**src/rtl/mem_stage.sv**
```systemverilog
// MEM pipeline stage: data-bus load/store sequencing with LL/SC handling.
// Most outputs are combinational so that non-memory ops pass through with no added latency.
`ifndef RegBus
`define RegBus 31:0
`endif
`ifndef RegAddrBus
`define RegAddrBus 4:0
`endif
`ifndef AluOpBus
`define AluOpBus 7:0
`endif
`ifndef StallBus
`define StallBus 5:0
`endif
`ifndef RESET_ENABLE
`define RESET_ENABLE 1'b1
`endif
`ifndef NOSTOP
`define NOSTOP 1'b0
`endif
`ifndef STOP
`define STOP 1'b1
`endif
`ifndef ZERO_WORD
`define ZERO_WORD 32'h00000000
`endif
`ifndef NOPRegAddr
`define NOPRegAddr 5'b00000
`endif
`ifndef EXE_LB_OP
`define EXE_LB_OP  8'b11100000
`define EXE_LBU_OP 8'b11100100
`define EXE_LH_OP  8'b11100001
`define EXE_LHU_OP 8'b11100101
`define EXE_LW_OP  8'b11100011
`define EXE_LL_OP  8'b11110000
`define EXE_SB_OP  8'b11101000
`define EXE_SH_OP  8'b11101001
`define EXE_SW_OP  8'b11101011
`define EXE_SC_OP  8'b11111000
`endif

module mem_stage (
  input  logic              clk,
  input  logic              rst,
  input  logic              we_i,
  input  logic [`RegAddrBus] waddr_i,
  input  logic [`RegBus]    wdata_i,
  input  logic              whilo_i,
  input  logic [`RegBus]    hi_i,
  input  logic [`RegBus]    lo_i,
  input  logic [`AluOpBus]  aluop_i,
  input  logic [`RegBus]    mem_addr_i,
  input  logic [`RegBus]    reg2_i,
  input  logic              LLbit_i,
  input  logic              wb_LLbit_we,
  input  logic              wb_LLbit_value,
  input  logic [`StallBus]  stall,
  output logic              stallreq,
  output logic              bus_req,
  output logic              bus_we,
  output logic [3:0]        bus_sel,
  output logic [`RegBus]    bus_addr,
  output logic [`RegBus]    bus_wdata,
  input  logic              bus_ack,
  input  logic [`RegBus]    bus_rdata,
  output logic              mem_we,
  output logic [`RegAddrBus] mem_waddr,
  output logic [`RegBus]    mem_wdata,
  output logic              mem_whilo,
  output logic [`RegBus]    mem_hi,
  output logic [`RegBus]    mem_lo,
  output logic              mem_LLbit_we,
  output logic              mem_LLbit_value
);

  typedef enum logic [1:0] {IDLE, WAIT, DONE} state_t;

  state_t         state;
  logic [`RegBus] rdata;

  logic is_load, is_store, is_byte, is_half, is_sc, is_ll;
  logic llbit_eff, access, requesting;
  logic [3:0]     sel;
  logic [`RegBus] store_data, load_data;
  logic [7:0]     rbyte;
  logic [15:0]    rhalf;

  logic unused_stall;
  assign unused_stall = ^{stall[5], stall[3:0]};

  // Decode the memory op class and access size.
  always_comb begin
    is_load  = 1'b0;
    is_store = 1'b0;
    is_byte  = 1'b0;
    is_half  = 1'b0;
    case (aluop_i)
      `EXE_LB_OP, `EXE_LBU_OP: begin is_load = 1'b1; is_byte = 1'b1; end
      `EXE_LH_OP, `EXE_LHU_OP: begin is_load = 1'b1; is_half = 1'b1; end
      `EXE_LW_OP, `EXE_LL_OP:  is_load = 1'b1;
      `EXE_SB_OP: begin is_store = 1'b1; is_byte = 1'b1; end
      `EXE_SH_OP: begin is_store = 1'b1; is_half = 1'b1; end
      `EXE_SW_OP, `EXE_SC_OP:  is_store = 1'b1;
      default: ;
    endcase
  end

  assign is_sc      = (aluop_i == `EXE_SC_OP);
  assign is_ll      = (aluop_i == `EXE_LL_OP);
  assign llbit_eff  = wb_LLbit_we ? wb_LLbit_value : LLbit_i;
  assign access     = (is_load || is_store) && !(is_sc && !llbit_eff);
  assign requesting = ((state == IDLE) && access) || (state == WAIT);

  // Big-endian lane select, store replication and load extraction.
  always_comb begin
    if (is_byte)      sel = 4'b1000 >> mem_addr_i[1:0];
    else if (is_half) sel = mem_addr_i[1] ? 4'b0011 : 4'b1100;
    else              sel = 4'b1111;

    if (is_byte)      store_data = {4{reg2_i[7:0]}};
    else if (is_half) store_data = {2{reg2_i[15:0]}};
    else              store_data = reg2_i;

    case (mem_addr_i[1:0])
      2'b00:   rbyte = rdata[31:24];
      2'b01:   rbyte = rdata[23:16];
      2'b10:   rbyte = rdata[15:8];
      default: rbyte = rdata[7:0];
    endcase
    rhalf = mem_addr_i[1] ? rdata[15:0] : rdata[31:16];

    case (aluop_i)
      `EXE_LB_OP:  load_data = {{24{rbyte[7]}}, rbyte};
      `EXE_LBU_OP: load_data = {24'h000000, rbyte};
      `EXE_LH_OP:  load_data = {{16{rhalf[15]}}, rhalf};
      `EXE_LHU_OP: load_data = {16'h0000, rhalf};
      default:     load_data = rdata;
    endcase
  end

  // State and read-data capture; ack only matters while a request is out.
  always_ff @(posedge clk) begin
    if (rst == `RESET_ENABLE) begin
      state <= IDLE;
      rdata <= `ZERO_WORD;
    end else begin
      case (state)
        IDLE: begin
          if (access && bus_ack) begin
            state <= DONE;
            rdata <= bus_rdata;
          end else if (access) begin
            state <= WAIT;
          end
        end
        WAIT: begin
          if (bus_ack) begin
            state <= DONE;
            rdata <= bus_rdata;
          end
        end
        DONE: begin
          if (stall[4] == `NOSTOP) state <= IDLE;
        end
        default: state <= IDLE;
      endcase
    end
  end

  // Output steering.
  always_comb begin
    stallreq        = 1'b0;
    bus_req         = 1'b0;
    bus_we          = 1'b0;
    bus_sel         = 4'b0000;
    bus_addr        = `ZERO_WORD;
    bus_wdata       = `ZERO_WORD;
    mem_we          = we_i;
    mem_waddr       = waddr_i;
    mem_wdata       = wdata_i;
    mem_whilo       = whilo_i;
    mem_hi          = hi_i;
    mem_lo          = lo_i;
    mem_LLbit_we    = 1'b0;
    mem_LLbit_value = 1'b0;
    if (rst == `RESET_ENABLE) begin
      mem_we    = 1'b0;
      mem_waddr = `NOPRegAddr;
      mem_wdata = `ZERO_WORD;
      mem_whilo = 1'b0;
      mem_hi    = `ZERO_WORD;
      mem_lo    = `ZERO_WORD;
    end else if (requesting) begin
      stallreq  = 1'b1;
      bus_req   = 1'b1;
      bus_we    = is_store;
      bus_sel   = sel;
      bus_addr  = {mem_addr_i[31:2], 2'b00};
      bus_wdata = is_store ? store_data : `ZERO_WORD;
      mem_we    = 1'b0;
      mem_whilo = 1'b0;
    end else if (state == DONE) begin
      if (is_load) mem_wdata = load_data;
      if (is_ll) begin
        mem_LLbit_we    = 1'b1;
        mem_LLbit_value = 1'b1;
      end
      if (is_sc) begin
        mem_wdata       = 32'(1);
        mem_LLbit_we    = 1'b1;
        mem_LLbit_value = 1'b0;
      end
    end else if (is_sc) begin
      // SC whose link was lost: report failure without touching the bus.
      mem_wdata = `ZERO_WORD;
    end
  end

endmodule

```
**config.mk**
```make
export PLATFORM = sky130hd
export DESIGN_NAME = mem_stage
export DESIGN_NICKNAME = d
export VERILOG_FILES = /design/src/rtl/mem_stage.sv
export SDC_FILE = /design/constraint.sdc
export NUM_CORES = 1
export LEC_CHECK = 0
export ABC_AREA = 0
export CAP_MARGIN = 20
export CORE_AREA = 2 2 152 154
export CTS_BUF_LIST = sky130_fd_sc_hd__clkbuf_8 sky130_fd_sc_hd__clkbuf_16
export CTS_CLUSTER_SIZE = 24
export DETAILED_ROUTE_END_ITERATION = 6
export DIE_AREA = 0 0 154 156
export GPL_ROUTABILITY_DRIVEN = 0
export PLACE_DENSITY = 0.64
export SYNTH_ARGS = -nofsm -noshare
export SYNTH_HDL_FRONTEND = slang
export SYNTH_SLANG_ARGS = --single-unit
export TNS_END_PERCENT = 100
```
**constraint.sdc**
```tcl
create_clock -name clk -period 8.9 [get_ports clk]
set_input_delay 1.78 -clock clk [delete_from_list [all_inputs] [get_ports clk]]
set_output_delay 1.78 -clock clk [all_outputs]
set_load 0.01 [all_outputs]
```
==> Yosys cells after proc, flatten, opt, wreduce, memory -nomap -nowiden <==
Index checks and enable logic that the tools add are counted.
W data, S select, Z words.
{ "totals": {"register_bits": 34, "latchBits": 0, "mem_bits_rw": 0, "mem_count": 0, "rom_bits": 0} }
{ "classes": {"muxes": 54, "addsub": 0, "n_mul": 0, "div_mod_pow": 0, "bitwise_logic": 0, "magnitude_cmp": 0, "n_eq_ne": 18, "n_reduce_logical": 17, "shift": 1} }
{ "ops": {"columns": ["op", "count"], "rows": [
  ["$mux W32", 17],
  ["$pmux W32 S4", 1],
  ["$eq A8 B8 Y1 const B", 10],
  ["$pmux W32 S2", 1],
  ["$pmux W8 S3", 1],
  ["$mux W1", 22],
  ["$mux W4", 5],
  ["$mux W16", 1],
  ["$mux W2", 4],
  ["$pmux W2 S3", 1],
  ["$reduce_and A3 Y1", 2],
  ["$reduce_or A3 Y1", 2],
  ["$reduce_or A6 Y1", 1],
  ["$mux W5", 1],
  ["$eq A2 B1 Y1 const B", 2],
  ["$eq A2 B2 Y1 const B", 2],
  ["$logic_and A1 B1 Y1", 4],
  ["$logic_not A2 Y1", 2],
  ["$ne A2 B2 Y1 const B", 2],
  ["$reduce_or A4 Y1", 1],
  ["$shr A4 B2 Y4 const A", 1],
  ["$ne A3 B2 Y1 const B", 1],
  ["$logic_not A1 Y1", 2],
  ["$logic_or A1 B1 Y1", 2],
  ["2 further kinds", 2]
]} }

==> Logic depth before layout (Yosys ltp) <==
Gate-level depths: netlist of the first run.
{ "depth": {"depth_word": 9, "ltp_mapped": 8, "mapped_depth_nobuf": 7} }

==> Worst setup path after synthesis of the first run <==
OpenSTA, ideal clock, no wires.
{ "synth_path": {"kind": "input-to-output", "start": "input aluop_i[2]", "end": "output mem_wdata[10]", "arrival_ps": 3501, "setup_slack_ps": 3619, "path_buffers": 2, "cell_stages": 7, "path_cell_list": "buf_2 > or3b_4 > or3_1 > a31o_1 > a211oi_4 > buf_6 > o21ai_2"} }
{ "synth_via": {"elab_chain_cells": 9, "word_cells_on_any_way": 27, "classes_between": "eq/ne (10); mux (9); reduce/logical (8)"} }
{ "synth_lines": {"columns": ["item", "line", "rtl"], "rows": [
  ["start: declaration", "52", "input logic [`AluOpBus] aluop_i,"],
  ["parallel branches: the longest is 7 deep, another holds $mux W32", null, null],
  ["$mux W32 *", "194", "end else if (requesting) begin"],
  ["$mux W32 *", "187", "if (rst == `RESET_ENABLE) begin"],
  ["end: declaration", "69", "output logic [`RegBus] mem_wdata,"]
]} }
Every way passes the cells marked *.

==> Worst setup path after layout of the first run <==
{ "layout_path": {"start": "input aluop_i[0]", "end": "output mem_wdata[0]"} }
Same word-level chain as after synthesis.

==> qor.csv, run 1 <==
stage,metric,value,unit
final_layout,layout cells sized above 1,0.05623,
timing,Setup Skew,0.003029,ns
setup_path,Critical Path AT,5.37,ns
setup_path,CP Cell Sequence,clkdlybuf4s50_1 -> mux2i_1 -> a211oi_1 -> nor3_2 -> nand2b_2 -> inv_1 -> a22oi_1 -> o21ai_0 -> clkdlybuf4s50_1,
detailed_routing,DR vias/cell,4.462,
floorplan,core area,22370,µm²
detailed_routing,DRT Pass-1 Iters,5,
yosys,Netlist Area Pre-Place,3897,µm²
timing,final setup vio count,0,
yosys,number of synthesized register bits,34,
grt,largest net degree at the start of global routing,89,
timing,TNS Setup,0,ns
clock_network,CTS max path bufs,2,
timing,Final min period,7.154,ns
yosys,Synth area leaders,"dfxtp_1 17%, nor2b_1 12%, mux2i_1 10%",
clock_network,CTS tree,done,
yosys,Main synth FF type,dfxtp_1,
pwr,Max VDD drop,0.05627,mV
setup_path,crit-path most repeated cell,clkdlybuf4s50_1,
floorplan,row count,55,
yosys,top-count cell post-synth,nor2_1,
floorplan,boundary pin count,395,
setup_path,Setup crit start kind,input port,
setup_path,crit-path max FO,33,
clock_network,post-CTS setup buffers,0,
timing,Hold Slack,0.5269,ns
clock_network,TritonCTS Buffers,5,
placement,port bufs,387,
pwr,Comb pwr share,0.384,
final_layout,design area,8152,µm²
timing,RSZ-0062 raised after global routing,false,
timing,slew margin rel.,0.4449,
setup_path,slowest CP cell,clkdlybuf4s50_1,
setup_path,CP max stage delay,0.82,ns
pwr,Clock power frac,0.366,
job,max_cap viols,0,
clock_network,CTS resizes,0,
clock_network,clock sink count,34,
yosys,number of synthesized flops with an enable pin,0,
floorplan,Die H,156,µm
clock_network,"Hold-fix buffers, CTS",0,
final_layout,area delta synth->final,109.1,%
yosys,Yosys top cell area share,0.1746,
floorplan,Die Wd,154,µm
detailed_routing,Detailed Route WL,20660,µm
run_status,status,finished clean,
yosys,cell taking the most area after synthesis,dfxtp_1,
pwr,Net Switching,0.1556,mW
setup_path,CP endpoint kind,output port,
timing,Final Hold Fails,0,
placement,hpwl dp,17000,µm
yosys,syn_area_per_cell,7.073,µm²
worst_hold_path,Tightest Hold Check Type,flop to flop,
yosys,Synth Instances,551,
pwr,cell internal pwr,0.4700,mW
final_layout,n_diodes,0,
placement,placed inst area,7950,µm²
grt,Overflow after GRT,0,
detailed_routing,via count,5319,
detailed_routing,DRC viols,0,
yosys,top post-synthesis cells by count,"76 x nor2_1, 75 x nor2b_1, 48 x nand2_1, 40 x and2_1, 39 x mux2i_1",
clock_network,worst-skew pair later-pin latency,0.28,ns
floorplan,Initial Util,0.1743,
setup_path,critical path data required time,7.12,ns
clock_network,H-tree levels,2,
setup_path,Buf/Inv on CP,3,
detailed_routing,Iteration-0 DRC Markers,339,
yosys,sequential-to-total area share from yosys stat,0.1746,
pwr,switching share of total power,0.2487,
floorplan,Die Footprint,24020,µm²
timing,Slew Limit Fails,0,
pwr,Static Leak,2.948,nW
yosys,Unique masters post-synth,51,
pwr,PwrDens,76.74,nW/µm²
timing,fmax,139.8,MHz
clock_network,"Reg clk slew, reported paths",0.06,ns
timing,Worst-Margin Slew,0.8326,ns
clock_network,CTS Root Cell,clkbuf_16,
yosys,yosys warns,0,
yosys,"FFs w/ async S/R, synth",0,
detailed_routing,Post-DRT Antenna Nets,0,
setup_path,"CP delay by family, top",buffers and inverters,
timing,Final period util,0.8038,
setup_path,CP Class,input port to output port,
final_layout,post-layout net count,1125,
grt,Total GRT Usage,0.1586,
grt,first-pass GRT wire length,29900,µm
grt,initial antenna violation count,0,
pwr,sequential share of power,0.250,
detailed_routing,DR WL/cell,17.33,µm
grt,vias in the first global route,5148,
worst reg2reg max path, stage by stage, from the launching register on:
cell,delay (ns)
dfxtp_1,0.42
nand2b_1,0.17
nor4_2,0.08
nor4b_2,0.28
buf_4,0.37
mux2i_1,0.24
nor2_1,0.05
path summary, 6_finish.rpt:
check	from	endpoint	slack, ns	depth (start not counted)
setup / recovery	aluop_i[0]	mem_wdata[0]	1.75	9
hold / removal	rdata[7]	rdata[7]	0.53	2
setup reg to reg	state[0]	rdata[1]	7.14	6
hold reg to reg	rdata[7]	rdata[7]	0.53	2
flip-flops by register name, summed over array words and instances, names as in the netlist:
signal	flops
state	2
rdata	32
cell usage in the layout (no fill, tap or decap), drive strengths merged, types with 3 or more instances in the layout:
cell type / n
a211oi: 5
nand2b: 13
o21ai: 18
nand3: 4
and3: 4
nand2: 48
o221ai: 10
a21oi: 34
nor2b: 75
a221oi: 4
and2: 40
dfxtp: 34
nand4: 3
nor2: 76
clkbuf: 5
nor4: 3
nor3: 4
o32ai: 21
mux2: 11
clkdlybuf4s50: 386
buf: 8
mux2i: 39
mux4: 6
inv: 28
stage by stage:
step	util	power, mW	setup WS, ns	instances
3_3_place_gp	0.3555	0.3997	1.492	1183
4_1_cts	0.3641	0.6327	1.456	1191
6_report	0.3645	0.6256	1.746	1192
2_1_floorplan	-	0.2392	3.619	552
3_5_place_dp	0.3555	0.4013	1.463	1183
5_1_grt	0.3645	0.6555	1.465	1192
final cells by class:
class	count	area (µm²)
timing repair buffer	394	3924
clock inverter	3	68.82
multi-input combinational	443	2892
fill	2335	14210
sequential	34	680.7
inverter	28	105.1
tap	285	356.6
clock buffer	5	125.1
power by group through the flow:
| stage | combinational [mW] | sequential, mW | clock [mW] |
|---|---|---|---|
| 5_1_grt | 0.257 | 0.156 | 0.242 |
| 4_1_cts | 0.243 | 0.156 | 0.233 |
| 3_5_place_dp | 0.242 | 0.160 | 0 |
| 2_1_floorplan | 0.0807 | 0.159 | 0 |
| 6_report | 0.240 | 0.156 | 0.229 |
| 3_3_place_gp | 0.240 | 0.160 | 0 |
cells by family after synthesis:
logic type,count (synthesis),synth area share
AOI/OAI and AO/OA,104,0.1929
muxes,56,0.1666
and+or+nand+nor,281,0.3788
other,1,0.0009622
buffers and inverters,75,0.08603
DFF,34,0.1746
metal layers:
metal | vias to the layer above | track usage | wire [µm]
met3 | 20 | 0.03639 | 1690
met1 | 2437 | 0.1916 | 8323
li1 | 2591 | - | -
met4 | 0 | 0.03961 | 352
met2 | 271 | 0.2840 | 10300
met5 | - | 0 | 0
Note: power is estimated with default switching activity, not from simulation.
==> run 2: changes to the inputs <==
==> constraint.sdc (replaced) <==
create_clock -name clk -period 7.43 [get_ports clk]
set_input_delay 1.486 -clock clk [delete_from_list [all_inputs] [get_ports clk]]
set_output_delay 1.486 -clock clk [all_outputs]
set_load 0.01 [all_outputs]
==> run 2 against run 1 <==
Register-to-register slack lost 1.5 ns. Flip-flop and latch count is the same. Die area is the same. Combinational power grew 20%. Sequential power grew 20%. Routed wire length shrank 0.63%. Clock-buffer cell count grew 1. Clock skew grew 0.00081 ns. Utilization shrank 0.090 points. Setup slack lost 0.52 ns. Largest cell class unchanged.
==> qor.csv, run 2 (same netlist as run 1, synthesis figures left out) <==
stage,metric,value,unit,change
setup_path,Critical Path AT,4.72,ns,-0.65 ns
grt,largest net degree at the start of global routing,90,,+1.1%
floorplan,Die Wd,154,µm,unchanged
grt,initial antenna violation count,0,,unchanged
setup_path,Buf/Inv on CP,3,,unchanged
setup_path,CP Class,input port to output port,,
timing,Slew Limit Fails,0,,unchanged
setup_path,CP max stage delay,0.69,ns,-0.13 ns
floorplan,row count,55,,unchanged
floorplan,boundary pin count,395,,unchanged
final_layout,"commonest non-fill, non-tap cells in the layout","386 x clkdlybuf4s50_1, 76 x nor2_1, 75 x nor2b_1",,
setup_path,"CP delay by family, top",buffers and inverters,,
grt,M1 GR Usage,0.1928,,+0.001202
run_status,status,finished clean,,
clock_network,worst-skew pair later-pin latency,0.28,ns,about the same
floorplan,core area,22370,µm²,unchanged
floorplan,Die Footprint,24020,µm²,unchanged
final_layout,max reg flops,32,,unchanged
grt,vias in the first global route,5218,,+1.4%
timing,TNS Setup,0,ns,unchanged
grt,Overflow after GRT,0,,unchanged
floorplan,Initial Util,0.1743,,unchanged
placement,placed inst area,7980,µm²,+0.38%
setup_path,Reg2Reg Setup Slack,5.67,ns,-1.47 ns
clock_network,"Reg clk slew, reported paths",0.05,ns,about the same
clock_network,CTS resizes,0,,unchanged
placement,hpwl dp,17050,µm,+0.32%
timing,Hold Slack,0.5258,ns,-0.001077 ns
pwr,PwrDens,84.33,nW/µm²,+9.9%
clock_network,CTS Root Cell,clkbuf_16,,
timing,Final Hold Fails,0,,unchanged
setup_path,crit-path most repeated cell,clkdlybuf4s50_1,,
grt,M2 GR Usage,0.2878,,+0.003844
final_layout,register with the most flip-flops,rdata,,
final_layout,layout cells sized above 1,0.05934,,+0.003111
detailed_routing,DR vias/cell,4.413,,-1.1%
grt,Total GRT Usage,0.1591,,+0.0005277
placement,port bufs,387,,unchanged
final_layout,"Core Util, Final",0.3636,,-0.0008960
grt,layer with the highest usage,met2,,
timing,Final min period,6.202,ns,
detailed_routing,Post-DRT Antenna Nets,0,,unchanged
grt,first-pass GRT wire length,30180,µm,+0.95%
timing,RSZ-0062 raised after global routing,false,,
clock_network,H-tree levels,2,,unchanged
detailed_routing,via count,5273,,-0.86%
detailed_routing,DR WL/cell,17.18,µm,-0.88%
grt,met3 Usage GRT,0.03861,,+0.002222
pwr,Static Leak,2.942,nW,-0.21%
worst_hold_path,Tightest Hold Check Type,flop to flop,,
detailed_routing,Iteration-0 DRC Markers,301,,-11%
setup_path,CP endpoint kind,output port,,
detailed_routing,DRC viols,0,,unchanged
timing,Worst-Margin Slew,0.9186,ns,+0.08596 ns
clock_network,post-CTS setup buffers,0,,unchanged
setup_path,slowest CP cell,clkdlybuf4s50_1,,
placement,pre-CTS setup slack,1.204,ns,-0.2593 ns
pwr,Max VDD drop,0.07583,mV,+35%
final_layout,biggest regs,"rdata x32, state x2",,
setup_path,critical path data required time,5.94,ns,-1.18 ns
clock_network,TritonCTS Buffers,5,,unchanged
setup_path,Setup crit start kind,input port,,
clock_network,clock sink count,34,,unchanged
final_layout,post-layout net count,1128,,+0.27%
setup_path,CP Cell Sequence,clkdlybuf4s50_1 -> or4b_4 -> nor4_2 -> nor3_2 -> a211oi_4 -> buf_4 -> o32ai_1 -> clkdlybuf4s50_1,,
clock_network,CTS max path bufs,2,,unchanged
final_layout,"most common cell after layout, fill and taps aside",clkdlybuf4s50_1,,
job,max_cap viols,0,,unchanged
detailed_routing,DRT Pass-1 Iters,4,,-1
setup_path,crit-path max FO,31,,-6.1%
floorplan,Die H,156,µm,unchanged
clock_network,"Hold-fix buffers, CTS",0,,unchanged
final_layout,area delta synth->final,108.6,%,
timing,fmax,161.2,MHz,
timing,slew margin rel.,0.3876,,-0.05731
timing,Setup Skew,0.003836,ns,+0.0008071 ns
timing,final setup vio count,0,,unchanged
final_layout,design area,8132,µm²,-0.25%
timing,Final period util,0.8348,,
final_layout,n_diodes,0,,unchanged
timing,Final WS setup,1.228,ns,-0.5181 ns
clock_network,CTS tree,done,,
detailed_routing,Detailed Route WL,20530,µm,-0.63%
-- run 2: changes by cell type in the layout (fill, tap and decap cells not counted) --
cell        delta
clkbuf_8       +1
bufinv_16      -2
clkinv_4       -1
buf_4          +3
clkinv_2       +1
clkinvlp_4     +1
-- run 2: stage by stage --
step	instances	total power, mW
after floorplan	552	0.2866
after global placement	1187	0.4791
after detailed placement	1187	0.4806
after CTS	1195	0.6955
after global routing	1195	0.7213
final	1195	0.6857
-- run 2: layout make-up --
type,count,area (µm²)
multi-input combinational,443,2892
clock buffer,6,138.9
timing repair buffer,397,3946
sequential,34,680.7
tap,285,356.6
fill,2331,14230
clock inverter,2,12.51
inverter,28,105.1
-- run 2: worst min-delay path: stages (launching register included) --
cell	delay, ns
dfxtp_1	0.35
mux2i_1	0.07
nor2_1	0.07
-- run 2: worst paths after layout --
check,start,end,cells after the start
worst max-delay path,aluop_i[0],mem_wdata[5],8
worst min-delay path,rdata[7],rdata[7],2
worst max register to register,state[0],rdata[5],6
worst min register to register,rdata[7],rdata[7],2
-- run 2: power by group --
| part | total, mW | switching, mW | internal (mW) |
|---|---|---|---|
| clock | 0.210 | 0.0779 | 0.133 |
| sequential | 0.187 | 0.00270 | 0.185 |
| combinational | 0.288 | 0.102 | 0.186 |
-- run 2: layer usage --
layer	vias up	part of all wire
li1	2602	-
met1	2425	0.42
met2	231	0.50
met3	15	0.074
met4	0	0.012
met5	-	0
==> run 3: changes to the inputs <==
==> constraint.sdc (replaced) <==
create_clock -name clk -period 5.9 [get_ports clk]
set_input_delay 1.18 -clock clk [delete_from_list [all_inputs] [get_ports clk]]
set_output_delay 1.18 -clock clk [all_outputs]
set_load 0.01 [all_outputs]
==> run 3 against run 2 <==
Setup slack got worse by 0.67 ns. Cell area up 1.3%. Sequential share of layout area is 0.11 points lower. Global-route usage is 0.099 points lower. Hold slack improved by 0.014 ns. Combinational power rose by 27%. Routed wire length up 0.53%. Utilization up 0.47 points. Critical path type unchanged. Critical endpoint is now bus_addr[8].
==> qor.csv, run 3 (same netlist as run 1, synthesis figures left out) <==
stage,metric,value,unit,change
detailed_routing,Detailed Route WL,20640,µm,+0.53%
grt,initial antenna violation count,1,,+1
setup_path,CP Cell Sequence,clkdlybuf4s50_1 -> nor3_1 -> a211oi_1 -> nor3_2 -> nand2b_2 -> inv_1 -> buf_4 -> and2_1 -> clkdlybuf4s50_1,,
clock_network,CTS resizes,0,,unchanged
pwr,cell internal pwr,0.7111,mW,+41%
detailed_routing,Post-DRT Antenna Nets,0,,unchanged
pwr,switching share of total power,0.2457,,-0.02053
timing,RSZ-0062 raised after global routing,false,,
clock_network,clock sink count,34,,unchanged
clock_network,TritonCTS Buffers,5,,unchanged
grt,M1 GR Usage,0.1891,,-0.003689
setup_path,crit-path most repeated cell,clkdlybuf4s50_1,,
clock_network,worst-skew pair later-pin latency,0.28,ns,about the same
grt,M2 GR Usage,0.2874,,-0.0004271
floorplan,boundary pin count,395,,unchanged
setup_path,"CP delay by family, top",buffers and inverters,,
timing,final setup vio count,0,,unchanged
grt,largest net degree at the start of global routing,55,,-39%
final_layout,"most common cell after layout, fill and taps aside",clkdlybuf4s50_1,,
floorplan,Initial Util,0.1743,,unchanged
setup_path,slowest CP cell,clkdlybuf4s50_1,,
setup_path,CP Class,input port to output port,,
final_layout,max reg flops,32,,unchanged
setup_path,Critical Path AT,4.16,ns,-0.56 ns
final_layout,post-layout net count,1134,,+0.53%
final_layout,layout cells sized above 1,0.06550,,+0.006162
clock_network,CTS max path bufs,2,,unchanged
detailed_routing,Iteration-0 DRC Markers,297,,-1.3%
setup_path,CP endpoint kind,output port,,
final_layout,"Core Util, Final",0.3683,,+0.004700
floorplan,row count,55,,unchanged
clock_network,post-CTS setup buffers,0,,unchanged
floorplan,Die Footprint,24020,µm²,unchanged
pwr,Max VDD drop,0.1057,mV,+39%
setup_path,critical path data required time,4.72,ns,-1.22 ns
worst_hold_path,Tightest Hold Check Type,flop to flop,,
clock_network,CTS tree,done,,
detailed_routing,DRT Pass-1 Iters,5,,+1
pwr,Net Switching,0.2316,mW,+27%
pwr,Comb pwr share,0.388,,-0.032
job,max_cap viols,0,,unchanged
grt,first-pass GRT wire length,29820,µm,-1.2%
timing,Slew Limit Fails,0,,unchanged
run_status,status,finished clean,,
pwr,Clock power frac,0.362,,+0.055
grt,met3 Usage GRT,0.03833,,-0.0002778
timing,fmax,187.1,MHz,
detailed_routing,via count,5313,,+0.76%
detailed_routing,DRC viols,0,,unchanged
timing,Final period util,0.9058,,
placement,port bufs,387,,unchanged
pwr,PwrDens,114.4,nW/µm²,+36%
setup_path,Setup crit start kind,input port,,
timing,Final Hold Fails,0,,unchanged
timing,Setup Skew,0.004036,ns,+0.0001994 ns
setup_path,CP max stage delay,0.59,ns,-0.10 ns
timing,TNS Setup,0,ns,unchanged
detailed_routing,DR vias/cell,4.416,,about the same
grt,vias in the first global route,5153,,-1.2%
final_layout,area delta synth->final,111.3,%,
timing,Worst-Margin Slew,0.7551,ns,-0.1635 ns
pwr,sequential share of power,0.250,,-0.023
floorplan,core area,22370,µm²,unchanged
setup_path,Buf/Inv on CP,4,,+1
grt,Overflow after GRT,0,,unchanged
pwr,Static Leak,2.992,nW,+1.7%
placement,hpwl dp,17150,µm,+0.59%
clock_network,CTS Root Cell,clkbuf_16,,
clock_network,"Reg clk slew, reported paths",0.05,ns,about the same
clock_network,H-tree levels,2,,unchanged
floorplan,Die Wd,154,µm,unchanged
grt,Total GRT Usage,0.1581,,-0.0009899
grt,layer with the highest usage,met2,,
final_layout,register with the most flip-flops,rdata,,
timing,Final min period,5.344,ns,
timing,slew margin rel.,0.4950,,+0.1074
floorplan,Die H,156,µm,unchanged
detailed_routing,DR WL/cell,17.16,µm,-0.14%
setup_path,crit-path max FO,33,,+6.5%
clock_network,"Hold-fix buffers, CTS",0,,unchanged
final_layout,"commonest non-fill, non-tap cells in the layout","386 x clkdlybuf4s50_1, 76 x nor2_1, 75 x nor2b_1",,
final_layout,biggest regs,"rdata x32, state x2",,
-- run 3: cell type report --
type	instances	area [µm²]
fill	2363	14130
timing repair buffer	403	4004
multi-input combinational	443	2892
sequential	34	680.7
tap	285	356.6
clock buffer	5	125.1
inverter	28	105.1
clock inverter	3	68.82
antenna	2	5.005
-- run 3: per-stage QoR --
step                      instance area (µm²)  std cells  power, mW  worst slack [ns]  hold WS (ns)
after floorplan                          3901        552     0.3609             1.819        0.4743
after global placement                   8038       1193     0.6059            0.5668        0.5076
after detailed placement                 8038       1193     0.6075            0.5525        0.5147
after CTS                                8232       1201     0.9529            0.5405        0.5362
after global routing                     8234       1202     0.9856            0.3128        0.5597
final                                    8237       1203     0.9427            0.5560        0.5402
-- run 3: final timing paths --
check,startpoint,to,slack [ns],cells past startpoint
max,aluop_i[4],bus_addr[8],0.56,9
min,rdata[6],rdata[6],0.54,2
min reg2reg,rdata[6],rdata[6],0.54,2
max reg2reg,state[0],rdata[30],4.11,6
-- run 3: layer usage --
| metal | routed length, µm | share of wire |
|---|---|---|
| met4 | 239 | 0.012 |
| met2 | 10440 | 0.51 |
| met5 | 0 | 0 |
| met3 | 1563 | 0.076 |
| met1 | 8397 | 0.41 |
-- run 3: power by group through the flow --
stage	Clock (mW)	Combinational [mW]	Sequential (mW)
floorplan	0	0.122	0.239
finish	0.341	0.366	0.236
global route	0.358	0.392	0.236
detailed placement	0	0.367	0.241
global placement	0	0.365	0.241
CTS	0.348	0.369	0.236
-- run 3: tightest hold or removal path: stages, from the launching register on --
cell and delay, ns:
dfxtp_1 0.32, mux2i_1 0.12, nor2_1 0.05
